$ cat config.mk
export PLATFORM = sky130hd
export DESIGN_NAME = fft_twiddle_seq
export DESIGN_NICKNAME = d
export VERILOG_FILES = /design/src/rtl/fft_twiddle_seq.sv
export SDC_FILE = /design/constraint.sdc
export NUM_CORES = 1
export LEC_CHECK = 0
export ABC_AREA = 1
export CORE_MARGIN = 4
export CORE_UTILIZATION = 47
export DETAILED_ROUTE_END_ITERATION = 8
export PLACE_DENSITY = 0.77
export SLEW_MARGIN = 25
export SYNTH_ARGS = -nofsm -noshare
export SYNTH_HDL_FRONTEND = slang
export SYNTH_SLANG_ARGS = --single-unit
$ cat constraint.sdc
create_clock -name clk -period 3.1 [get_ports clk]
set_input_delay 0.62 -clock clk [delete_from_list [all_inputs] [get_ports clk]]
set_output_delay 0.62 -clock clk [all_outputs]
set_load 0.02 [all_outputs]
$ cat src/rtl/fft_twiddle_seq.sv
// Twiddle sequencer for a radix-2 DIF FFT: streams the N/2 twiddles of one stage
// over a valid/ready handshake, optionally conjugated for the inverse transform.
module fft_twiddle_seq #(
  parameter int LOG2N = 6,
  parameter int TW_W  = 10,
  parameter int RND   = 512
) (
  input  logic              clk,
  input  logic              rst,
  input  logic              start,
  input  logic [3:0]        stage,
  input  logic              inverse,
  input  logic              tw_ready,
  output logic              tw_valid,
  output logic [TW_W-1:0]   w_r,
  output logic [TW_W-1:0]   w_i,
  output logic [LOG2N-2:0]  tw_idx,
  output logic              tw_last,
  output logic              busy,
  output logic              done,
  output logic [26:0]       trun_mu_16
);

  localparam int  N  = 1 << LOG2N;
  localparam int  QN = N / 4;
  localparam int  JW = LOG2N - 1;
  localparam int  CW = LOG2N;
  localparam real PI = 3.141592653589793;

  typedef enum logic {IDLE, RUN} state_t;

  state_t            state_q, state_d;
  logic [3:0]        s_q, s_d;
  logic              inv_q, inv_d;
  logic [CW-1:0]     cnt_q, cnt_d;
  logic              valid_q, valid_d;
  logic [TW_W-1:0]   w_r_q, w_r_d;
  logic [TW_W-1:0]   w_i_q, w_i_d;
  logic [JW-1:0]     idx_q, idx_d;
  logic              last_q, last_d;
  logic              done_q, done_d;

  // Quarter-wave cosine table, values are non-negative so +0.5 then truncate rounds half away from zero
  logic [TW_W-1:0] cos_tab [0:QN];
  for (genvar gi = 0; gi <= QN; gi++) begin : g_cos
    localparam int CV = $rtoi(256.0 * $cos(2.0 * PI * gi / N) + 0.5);
    assign cos_tab[gi] = TW_W'(CV);
  end

  logic [JW-1:0]   j_w, mask_w, e_w, ep_w;
  logic [TW_W-1:0] cosv, sinv;

  always_comb begin
    j_w    = cnt_q[JW-1:0];
    mask_w = {JW{1'b1}} >> s_q;
    e_w    = (j_w & mask_w) << s_q;
    ep_w   = e_w - JW'(QN);
    if (e_w <= JW'(QN)) begin
      cosv = cos_tab[e_w];
      sinv = cos_tab[JW'(QN) - e_w];
    end else begin
      cosv = TW_W'(0) - cos_tab[JW'(QN) - ep_w];
      sinv = cos_tab[ep_w];
    end
  end

  always_comb begin
    state_d = state_q;
    s_d     = s_q;
    inv_d   = inv_q;
    cnt_d   = cnt_q;
    valid_d = valid_q;
    w_r_d   = w_r_q;
    w_i_d   = w_i_q;
    idx_d   = idx_q;
    last_d  = last_q;
    done_d  = 1'b0;
    case (state_q)
      IDLE: begin
        if (start) begin
          state_d = RUN;
          s_d     = (stage >= 4'(LOG2N)) ? 4'(LOG2N - 1) : stage;
          inv_d   = inverse;
          cnt_d   = '0;
        end
      end
      RUN: begin
        if (valid_q && tw_ready && last_q) begin
          state_d = IDLE;
          done_d  = 1'b1;
          valid_d = 1'b0;
          last_d  = 1'b0;
        end else if (!valid_q || tw_ready) begin
          // Register is free: load the next twiddle unless all N/2 have been issued
          if (cnt_q < CW'(N / 2)) begin
            valid_d = 1'b1;
            w_r_d   = cosv;
            w_i_d   = inv_q ? sinv : (TW_W'(0) - sinv);
            idx_d   = j_w;
            last_d  = (j_w == {JW{1'b1}});
            cnt_d   = cnt_q + 1'b1;
          end else begin
            valid_d = 1'b0;
          end
        end
      end
      default: state_d = IDLE;
    endcase
  end

  always_ff @(posedge clk) begin
    if (rst) begin
      state_q <= IDLE;
      s_q     <= '0;
      inv_q   <= 1'b0;
      cnt_q   <= '0;
      valid_q <= 1'b0;
      w_r_q   <= '0;
      w_i_q   <= '0;
      idx_q   <= '0;
      last_q  <= 1'b0;
      done_q  <= 1'b0;
    end else begin
      state_q <= state_d;
      s_q     <= s_d;
      inv_q   <= inv_d;
      cnt_q   <= cnt_d;
      valid_q <= valid_d;
      w_r_q   <= w_r_d;
      w_i_q   <= w_i_d;
      idx_q   <= idx_d;
      last_q  <= last_d;
      done_q  <= done_d;
    end
  end

  assign tw_valid   = valid_q;
  assign w_r        = w_r_q;
  assign w_i        = w_i_q;
  assign tw_idx     = idx_q;
  assign tw_last    = last_q;
  assign busy       = (state_q == RUN);
  assign done       = done_q;
  assign trun_mu_16 = 27'(RND);

endmodule
==> results of run 1 <==
## Yosys cell counts (2+ instances only)
library cell / n / area, um2
a211oi_1: 3 / 22.52
a21oi_1: 26 / 130.1
a21oi_2: 3 / 26.28
a21oi_4: 2 / 32.53
a31oi_1: 4 / 25.02
buf_2: 3 / 15.01
buf_4: 28 / 210.2
buf_6: 3 / 33.78
clkbuf_1: 8 / 30.03
clkinv_1: 2 / 7.510
conb_1: 2 / 7.510
dfxtp_1: 40 / 800.8
ha_1: 14 / 175.2
inv_1: 44 / 165.2
inv_2: 7 / 26.28
nand2_1: 98 / 367.9
nand2_2: 16 / 100.1
nand2_4: 6 / 67.56
nand3_1: 66 / 330.3
nand3_2: 5 / 50.05
nand3_4: 2 / 35.03
nor2_1: 35 / 131.4
nor2_2: 5 / 31.28
nor2_4: 3 / 33.78
nor3_1: 7 / 35.03
o211ai_1: 2 / 15.01
o21ai_0: 36 / 180.2
o21ai_1: 8 / 40.04
o21ai_2: 2 / 17.52
## repair_timing
action | in CTS | in global routing
pin swaps | 0 | 5
gates resized for setup | 2 | 15
endpoints found under the setup margin | 3 | 11
setup buffers | 0 | 2
## per-layer routing
metal,GRT usage,wire (um),vias to the layer above
met1,0.2691,3831,1476
met3,0.03667,548,8
li1,-,-,1656
met2,0.3525,4287,112
met4,0.04397,90,0
met5,0,0,-
## logic make-up (layout without fill, tap and decap cells)
| group | after synthesis | in the layout |
|---|---|---|
| other | 2 | 27 |
| adder cells (fa/ha/maj) | 14 | 14 |
| AO/OA/AOI/OAI | 90 | 90 |
| buffers and inverters | 96 | 125 |
| XOR/XNOR | 1 | 1 |
| flip-flops | 40 | 40 |
| AND/OR/NAND/NOR | 247 | 247 |
## final timing paths
check,depth (start not counted),to,from,slack [ns]
setup / recovery,21,w_i[4]$_SDFFE_PP0P_,s_q[2]$_SDFFE_PP0P_,0.22
hold / removal,2,w_i[9]$_SDFFE_PP0P_,w_i[9]$_SDFFE_PP0P_,0.47
setup reg to reg,21,w_i[4]$_SDFFE_PP0P_,s_q[2]$_SDFFE_PP0P_,0.22
hold reg to reg,2,w_i[9]$_SDFFE_PP0P_,w_i[9]$_SDFFE_PP0P_,0.47
## cell type report
cell class / instances / area [um2] / share of cell area
Inverter: 54 / 210.2 / 0.05440
Tap cell: 77 / 96.34 / 0.02494
Multi-Input combinational cell: 379 / 2096 / 0.5424
Sequential cell: 40 / 807.0 / 0.2089
Clock buffer: 5 / 68.82 / 0.01781
Timing Repair Buffer: 64 / 573.1 / 0.1483
Clock inverter: 2 / 12.51 / 0.003238
## state kept, by name (all words and copies together) (netlist names)
name      cells
tw_valid      1
tw_last       1
done          1
cnt_q         6
w_r          10
inv_q         1
tw_idx        5
s_q           4
w_i          10
busy          1
## stage by stage
stage / power, W / util / setup slack, ns / setup TNS (ns)
5_1_grt: 0.002192 / 0.5949 / -0.01371 / -0.01371
4_1_cts: 0.001990 / 0.5831 / 0.05963 / 0
3_5_place_dp: 0.001653 / 0.5702 / -0.007382 / -0.007382
2_1_floorplan: 0.001386 / - / 0.08040 / 0
6_report: 0.002035 / 0.5949 / 0.2211 / 0
3_3_place_gp: 0.001654 / 0.5702 / 0.03693 / 0
## worst reg2reg max path, delay by kind of cell, from the launching register on
| kind | cells | cell delay [ns] |
|---|---|---|
| flip-flops | 1 | 0.38 |
| adder cells (fa/ha/maj) | 3 | 0.69 |
| buffers and inverters | 4 | 0.27 |
| AND/OR/NAND/NOR | 11 | 1.12 |
| AO/OA/AOI/OAI | 3 | 0.30 |
## where the power goes
part | switching (W) | total, W | internal (W)
logic | 0.000704 | 0.00111 | 0.000410
clock network | 0.000181 | 0.000334 | 0.000152
registers | 0.0000316 | 0.000589 | 0.000557
==> metrics.txt, run 1 <==
status complete, no violations; simple-gate share of the synthesized area 0.3786; Pre-antenna DRT Iters 5; first-pass GRT wire length 14220 um; critical path, cell by cell nor2_4 -> nand2_2 -> nand2_4 -> nand3_4 -> ha_2 -> nand2_1 -> nor2_2 -> inv_1 -> ha_1 -> clkinv_1 -> nor2_4 -> nand3_1 -> nand2_2 -> inv_4 -> ha_4 -> nand3_2 -> o21ai_4 -> a21oi_1 -> o21ai_0 -> nand2_1 -> inv_1; final clock period utilization by the worst path 0.9287; Finished Layout Cells 621; post-route antenna net violation count 0; WHS 0.4669 ns; placed instance count 612; clk_skew 0.008418 ns; Clock Path Buffers 2; Final Instance Area 3864 um2; antenna cells 0; fraction of layout cells with a size suffix above 1 0.1838; CTS root buf clkbuf_8; Max-Cap Viols 0; # setup viols final 0; Area after DPL 3704 um2; largest net degree at the start of global routing 28; CP Class flip-flop to flip-flop; Iteration-0 DRC Markers 196; Core Area 6495 um2; Clock Latency Late Sink 0.29 ns; Final Hold Viols 0; H-tree levels 2; CP max stage cell dfxtp_2; Critical Path Max Stage Delay 0.38 ns; Post-synth EDFFs 0; predominant post-synthesis flop cell dfxtp_1; overall routing resource usage 0.2054; Seq/Total Area, Yosys 0.2478; Max Freq 347.4 MHz; Compound-Gate Fraction of Synth Area 0.1614; nets 567; TritonCTS sink count 40; Crit. End Element flip-flop; asr flop ratio synth 0; DRC 0; Die Wd 90.93 um; Critical Path RT 3.28 ns; Yosys reg bits 40; Post-DP HPWL 6680 um; DR vias/cell 5.237; post-synthesis xor/xnor area fraction 0.002710; Fillers 623; GPL Wtd Cong 0.9330; post-synthesis adder-cell area fraction 0.05420; Yosys cell types 39; synthesized area per cell 6.596 um2; die area 8267 um2; commonest non-fill, non-tap cells in the layout nand2_1, nand3_1, inv_1, clkdlybuf4s50_1, o21ai_0; HP Class flip-flop to flip-flop; worst-case vdd ir drop 0.0003436 V; cts hold-fix bufs 0; most common cell after layout, fill and taps aside nand2_1; Post-Syn Instances 490; Leakage Power 1.788 nW; crit path DAT 3.06 ns; area delta synth->final 19.55%; Avg WL per Cell 14.10 um; mux contribution to synthesized area 0; final WL 8758 um; Worst-path clk slew 0.08 ns; Worst setup SP type flip-flop; # rows 29; I/O pin total 65; delay-heaviest family, CP simple AND/OR/NAND/NOR gates; synthesized area 3232 um2; CTS tree yes; Slew @ Worst Pin 0.5774 ns; min Tclk post-route 2.879 ns; Starting Density 0.4976; largest family of logic cells by synthesized area simple AND/OR/NAND/NOR gates; antenna violations before repair 0; pwr dens 526.8 nW/um2; number of global-route vias before repair 3008; total grt overflow 0; Pins Over Slew Limit 0; CTS Buf Count 5; Worst Path Buf+Inv 4; Die Y 90.93 um; vias 3252; warnings from Yosys 0; Slew HR 0.6146; critical path fanouts, max 4; number of port buffers 37
Note: power is estimated with default switching activity, not from simulation.
==> run 2, diff against run 1 <==
CORE_ASPECT_RATIO = 1.4   (was not set)
==> run 2 against run 1 <==
Compared with the run above: first-iteration DRC count rose by 4.1%; clock-buffer cell count rose by 1; flip-flop and latch count did not move; largest power group unchanged; highest routed layer unchanged.
==> metrics.txt, run 2 (synthesis gave the netlist of run 1 again) <==
DR vias/cell 5.169; critical path fanouts, max 8; Worst-path clk slew 0.08 ns; TritonCTS sink count 40; Clock Path Buffers 2; switching power total 0.0009282 W; H-tree levels 2; Iteration-0 DRC Markers 204; Avg WL per Cell 13.49 um; Pre-antenna DRT Iters 5; worst-case vdd ir drop 0.0002517 V; CTS tree yes; Max Freq 349.0 MHz; crit path DAT 3.10 ns; Combinational Power Share 0.521; # rows 35; GPL Wtd Cong 0.9337; DRC 0; most common cell after layout, fill and taps aside nand2_1; total grt overflow 0; overall routing resource usage 0.2076; Slew HR 0.6479; commonest non-fill, non-tap cells in the layout nand2_1, nand3_1, inv_1, clkdlybuf4s50_1; setup total negative slack 0 ns; P_int 0.001239 W; Sw Ratio 0.4282; Slew @ Worst Pin 0.5276 ns; Core Area 6656 um2; # setup viols final 0; antenna violations before repair 0; CTS Buf Count 5; number of port buffers 37; HP Class flip-flop to flip-flop; Final Hold Viols 0; cts hold-fix bufs 0; clk_skew 0.006821 ns; area delta synth->final 22.61%; Clk pwr share 0.209; I/O pin total 65; fraction of layout cells with a size suffix above 1 0.1905; Flop pwr share 0.270; first-pass GRT wire length 13970 um; Worst setup SP type flip-flop; Die Y 106.1 um; Crit. End Element flip-flop; largest net degree at the start of global routing 44; nets 568; Leakage Power 1.820 nW; antenna cells 0; vias 3298; Max-Cap Viols 0; Die Wd 78.08 um; status complete, no violations; Tot Pwr 0.002167 W; die area 8285 um2; CTS root buf clkbuf_8; Pins Over Slew Limit 0; flop2flop setup slack 0.24 ns; final WL 8606 um; post-route antenna net violation count 0; pwr dens 547.0 nW/um2; Post-DP HPWL 6762 um; Critical Path RT 3.33 ns; Starting Density 0.4855; final clock period utilization by the worst path 0.9242; number of global-route vias before repair 3012; CP Class flip-flop to flip-flop; min Tclk post-route 2.865 ns; Clock Latency Late Sink 0.29 ns
[run 2: layout make-up]
cell class,instances,area [um2]
fill,643,2694
inverter,54,207.7
sequential,40,808.3
timing repair buffer,65,596.8
tap,92,115.1
multi-input combinational,379,2113
clock inverter,2,38.79
clock buffer,6,82.58
[run 2: final timing paths]
kind / from / end / cells after the start
setup / recovery: s_q[2]$_SDFFE_PP0P_ / w_r[6]$_SDFFE_PP0P_ / 19
hold / removal: s_q[3]$_SDFFE_PP0P_ / s_q[3]$_SDFFE_PP0P_ / 2
setup reg to reg: s_q[2]$_SDFFE_PP0P_ / w_r[6]$_SDFFE_PP0P_ / 19
hold reg to reg: s_q[3]$_SDFFE_PP0P_ / s_q[3]$_SDFFE_PP0P_ / 2
[run 2: per-stage QoR]
stage | utilization | cells | hold slack (ns) | setup slack (ns) | instance area [um2]
global placement | 0.5577 | 624 | 0.4515 | 0.09922 | 3712
global route | 0.5953 | 638 | 0.4946 | -0.02635 | 3963
CTS | 0.5761 | 632 | 0.4718 | 0.03264 | 3835
floorplan | - | 515 | 0.4458 | 0.08040 | 3333
finish | 0.5953 | 638 | 0.4584 | 0.2351 | 3963
detailed placement | 0.5577 | 624 | 0.4608 | -0.009856 | 3712
[run 2: timing repair]
action / 4_1_cts / 5_1_grt
buffers inserted: 0 / 6
endpoints found under the setup margin: 2 / 11
resized for setup: 1 / 19
pin swaps: 0 / 9
[run 2: critical path, cell delays in order (launching register included)]
cell,delay (ns)
dfxtp_4,0.37
nor2_4,0.05
buf_4,0.14
nand4_1,0.11
nand3_2,0.10
nand2_2,0.12
nand2_1,0.10
nor2_2,0.12
inv_1,0.06
ha_1,0.32
clkinv_1,0.13
buf_4,0.18
nand3_1,0.16
ha_1,0.23
nand2_2,0.08
nor2_4,0.15
nand3_1,0.09
nand2_1,0.07
nand3_1,0.09
a21oi_2,0.11
[run 2: layer usage]
| layer | track usage | up-vias | share of wire |
|---|---|---|---|
| met5 | 0 | - | 0 |
| met3 | 0.02458 | 23 | 0.038 |
| met4 | 0.1025 | 0 | 0.036 |
| met1 | 0.2466 | 1515 | 0.41 |
| li1 | - | 1668 | - |
| met2 | 0.3646 | 92 | 0.52 |
[run 2: power by group through the flow]
stage	sequential [W]	combinational, W	clock [W]
global route	0.000594	0.00125	0.000483
global placement	0.000595	0.00105	0
finish	0.000586	0.00113	0.000453
floorplan	0.000635	0.000751	0
detailed placement	0.000597	0.00107	0
CTS	0.000586	0.00107	0.000465
==> run 3, diff against run 2 <==
ABC_AREA = 0   (was 1)
ABC_CLOCK_PERIOD_IN_PS = 3100   (was not set)
==> run 3 against run 2 <==
Compared with the run above: the flow now finishes with violations (negative setup slack); total power down 12%; cell count is 1.7% lower; area after synthesis increased by 0.35%; flip-flop and latch count is the same; hold slack better by 0.0034 ns; sequential power decreased by 3.4%; clock-buffer cell count decreased by 1; routed wire length rose by 23%; die area increased by 0.32%; maximum frequency down 14%; sequential share of layout area is 3.2 points lower; largest cell class unchanged.
==> metrics.txt, run 3 <==
most common cell after layout, fill and taps aside buf_4; Die Wd 78.21 um; cts hold-fix bufs 0; Final Instance Area 4658 um2; first-pass GRT wire length 16800 um; Post-synth top cells nor2_1, dfxtp_1, nand2_1, buf_4, o21ai_0; TritonCTS sink count 40; Yosys reg bits 40; count leader, synth nor2_1; fraction of layout cells with a size suffix above 1 0.3065; top sig layer met4; Core Area 6656 um2; DR vias/cell 5.866; synthesized area 3243 um2; Critical Path RT 3.33 ns; Final Util 0.6998; asr flop ratio synth 0; die area 8312 um2; failing checks negative setup slack; # rows 35; Avg WL per Cell 16.94 um; critical path, cell by cell or4b_4 -> nor2_4 -> inv_4 -> ha_4 -> ha_4 -> a2111oi_4 -> a21oi_2 -> a221oi_2 -> o21ai_2 -> o31a_1 -> or4_1 -> nand3_1; setup ws final -0.2221 ns; Yosys top cell by area dfxtp_1; Starting Density 0.4872; largest family of logic cells by synthesized area compound AO/OA/AOI/OAI gates; status finished with violations; mux contribution to synthesized area 0.03897; Area contributors post-synth dfxtp_1, buf_4, ha_1; Worst-path clk slew 0.09 ns; Worst Path Buf+Inv 1; worst-case vdd ir drop 0.0003731 V; Max-Cap Viols 0; Clock Path Buffers 2; delay-heaviest family, CP simple AND/OR/NAND/NOR gates; min Tclk post-route 3.322 ns; pwr dens 407.6 nW/um2; Iteration-0 DRC Markers 208; warnings from Yosys 0; Area after DPL 4234 um2; Yosys cell types 77; Die Y 106.3 um; met1 WL 3880 um; DR WL met3 540 um; clk_skew 0.009306 ns; antenna violations before repair 0; Slew @ Worst Pin 0.6292 ns; placed instance count 607; Leakage Power 1.905 nW; RSZ-0062 raised after global routing yes; Post-DP HPWL 7931 um; number of port buffers 37; commonest non-fill, non-tap cells in the layout buf_4, nor2_1, dfxtp_1, clkdlybuf4s50_1, nand2_1; final clock period utilization by the worst path 1.072; total grt overflow 0; DRC 0; vias 3678; nets 557; Crit. End Element flip-flop; number of global-route vias before repair 3571; overall routing resource usage 0.2493; Yosys top cell area share 0.2469; Critical Path Max Stage Delay 0.55 ns; HP Class flip-flop to flip-flop; Finished Layout Cells 627; largest net degree at the start of global routing 22; Seq/Total Area, Yosys 0.2469; CP Class flip-flop to flip-flop; Crit path top cell by count ha_4; GPL Wtd Cong 0.9656; synthesized area per cell 7.685 um2; Post-synth EDFFs 0; CP max stage cell or4b_4; H-tree levels 2; CTS Buf Count 5; Pins Over Slew Limit 0; Final Hold Viols 0; Compound-Gate Fraction of Synth Area 0.2793; Slew HR 0.5792; Clock Latency Late Sink 0.29 ns; Pre-antenna DRT Iters 5; crit path DAT 3.56 ns; simple-gate share of the synthesized area 0.2488; # setup viols final 18; post-route antenna net violation count 0; CTS tree yes; antenna cells 0; predominant post-synthesis flop cell dfxtp_1; CTS root buf clkbuf_8; met2 WL post-DR 5609 um; post-synthesis adder-cell area fraction 0.05401; I/O pin total 65; post-synthesis xor/xnor area fraction 0.02199; Max Freq 301.0 MHz; final WL 10620 um; WHS 0.4618 ns; Post-Syn Instances 422; critical path fanouts, max 6; area delta synth->final 43.63%; Worst setup SP type flip-flop
## run 3: cell types whose count changed in the layout (fill, tap and decap cells not counted), moves of 8 or more
cell | before | now
nand2_2 | 16 | 3
a21oi_1 | 26 | 18
nor3_1 | 6 | 18
nand2_1 | 97 | 34
o21ai_0 | 36 | 19
nand3_1 | 65 | 13
inv_1 | 43 | 12
inv_2 | 8 | 0
buf_4 | 26 | 93
## run 3: routing by layer
metal | vias up | GRT usage
met5 | - | 0
met4 | 0 | 0.1325
met3 | 47 | 0.03729
met2 | 169 | 0.4786
met1 | 1726 | 0.2529
li1 | 1736 | -
## run 3: path summary, 6_finish.rpt
kind	slack [ns]	cells after the start	end	from
max reg2reg	-0.22	12	w_i[5]$_SDFFE_PP0P_	s_q[3]$_SDFFE_PP0P_
max	-0.22	12	w_i[5]$_SDFFE_PP0P_	s_q[3]$_SDFFE_PP0P_
min	0.46	2	w_i[2]$_SDFFE_PP0P_	w_i[2]$_SDFFE_PP0P_
min reg2reg	0.46	2	w_i[2]$_SDFFE_PP0P_	w_i[2]$_SDFFE_PP0P_
## run 3: per-stage QoR
| stage | worst slack [ns] | power [W] | TNS, ns |
|---|---|---|---|
| 6_report | -0.2221 | 0.001898 | -2.516 |
| 5_1_grt | -0.3487 | 0.001985 | -4.615 |
| 4_1_cts | -0.1639 | 0.001851 | -1.304 |
| 3_5_place_dp | -0.4109 | 0.001316 | -5.449 |
| 3_3_place_gp | -0.3626 | 0.001305 | -4.857 |
| 2_1_floorplan | -0.5730 | 0.001050 | -7.998 |
## run 3: cells by family (layout without fill, tap and decap cells)
family,after synthesis,count (layout)
fa+ha+maj,14,14
flops,40,40
compound gates,123,123
other cells,2,27
simple gates,161,161
buf+inv,65,153
mux,11,11
xor+xnor,6,6
## run 3: timing repair
item / in CTS / in global routing
setup buffers: 8 / 5
endpoints found under the setup margin: 18 / 19
gates resized for setup: 38 / 9
pin swaps: 35 / 9
## run 3: layout make-up
cell class,count,area [um2]
sequential,40,803.3
fill,550,1998
timing repair buffer,131,1080
inverter,14,58.81
multi-input combinational,342,2486
tap,92,115.1
clock inverter,3,46.29
clock buffer,5,68.82
## run 3: worst min-delay path: cells and delay by family, from the launching register on
kind               cells  cell delay (ns)
DFF                    1             0.32
AOI/OAI and AO/OA      1             0.05
and+or+nand+nor        1             0.05
## run 3: where the power goes
group	leakage (nW)	internal (W)	switching, W
Sequential	0.327	0.000544	0.0000218
Clock	0.0548	0.000243	0.000200
Combinational	1.52	0.000416	0.000474
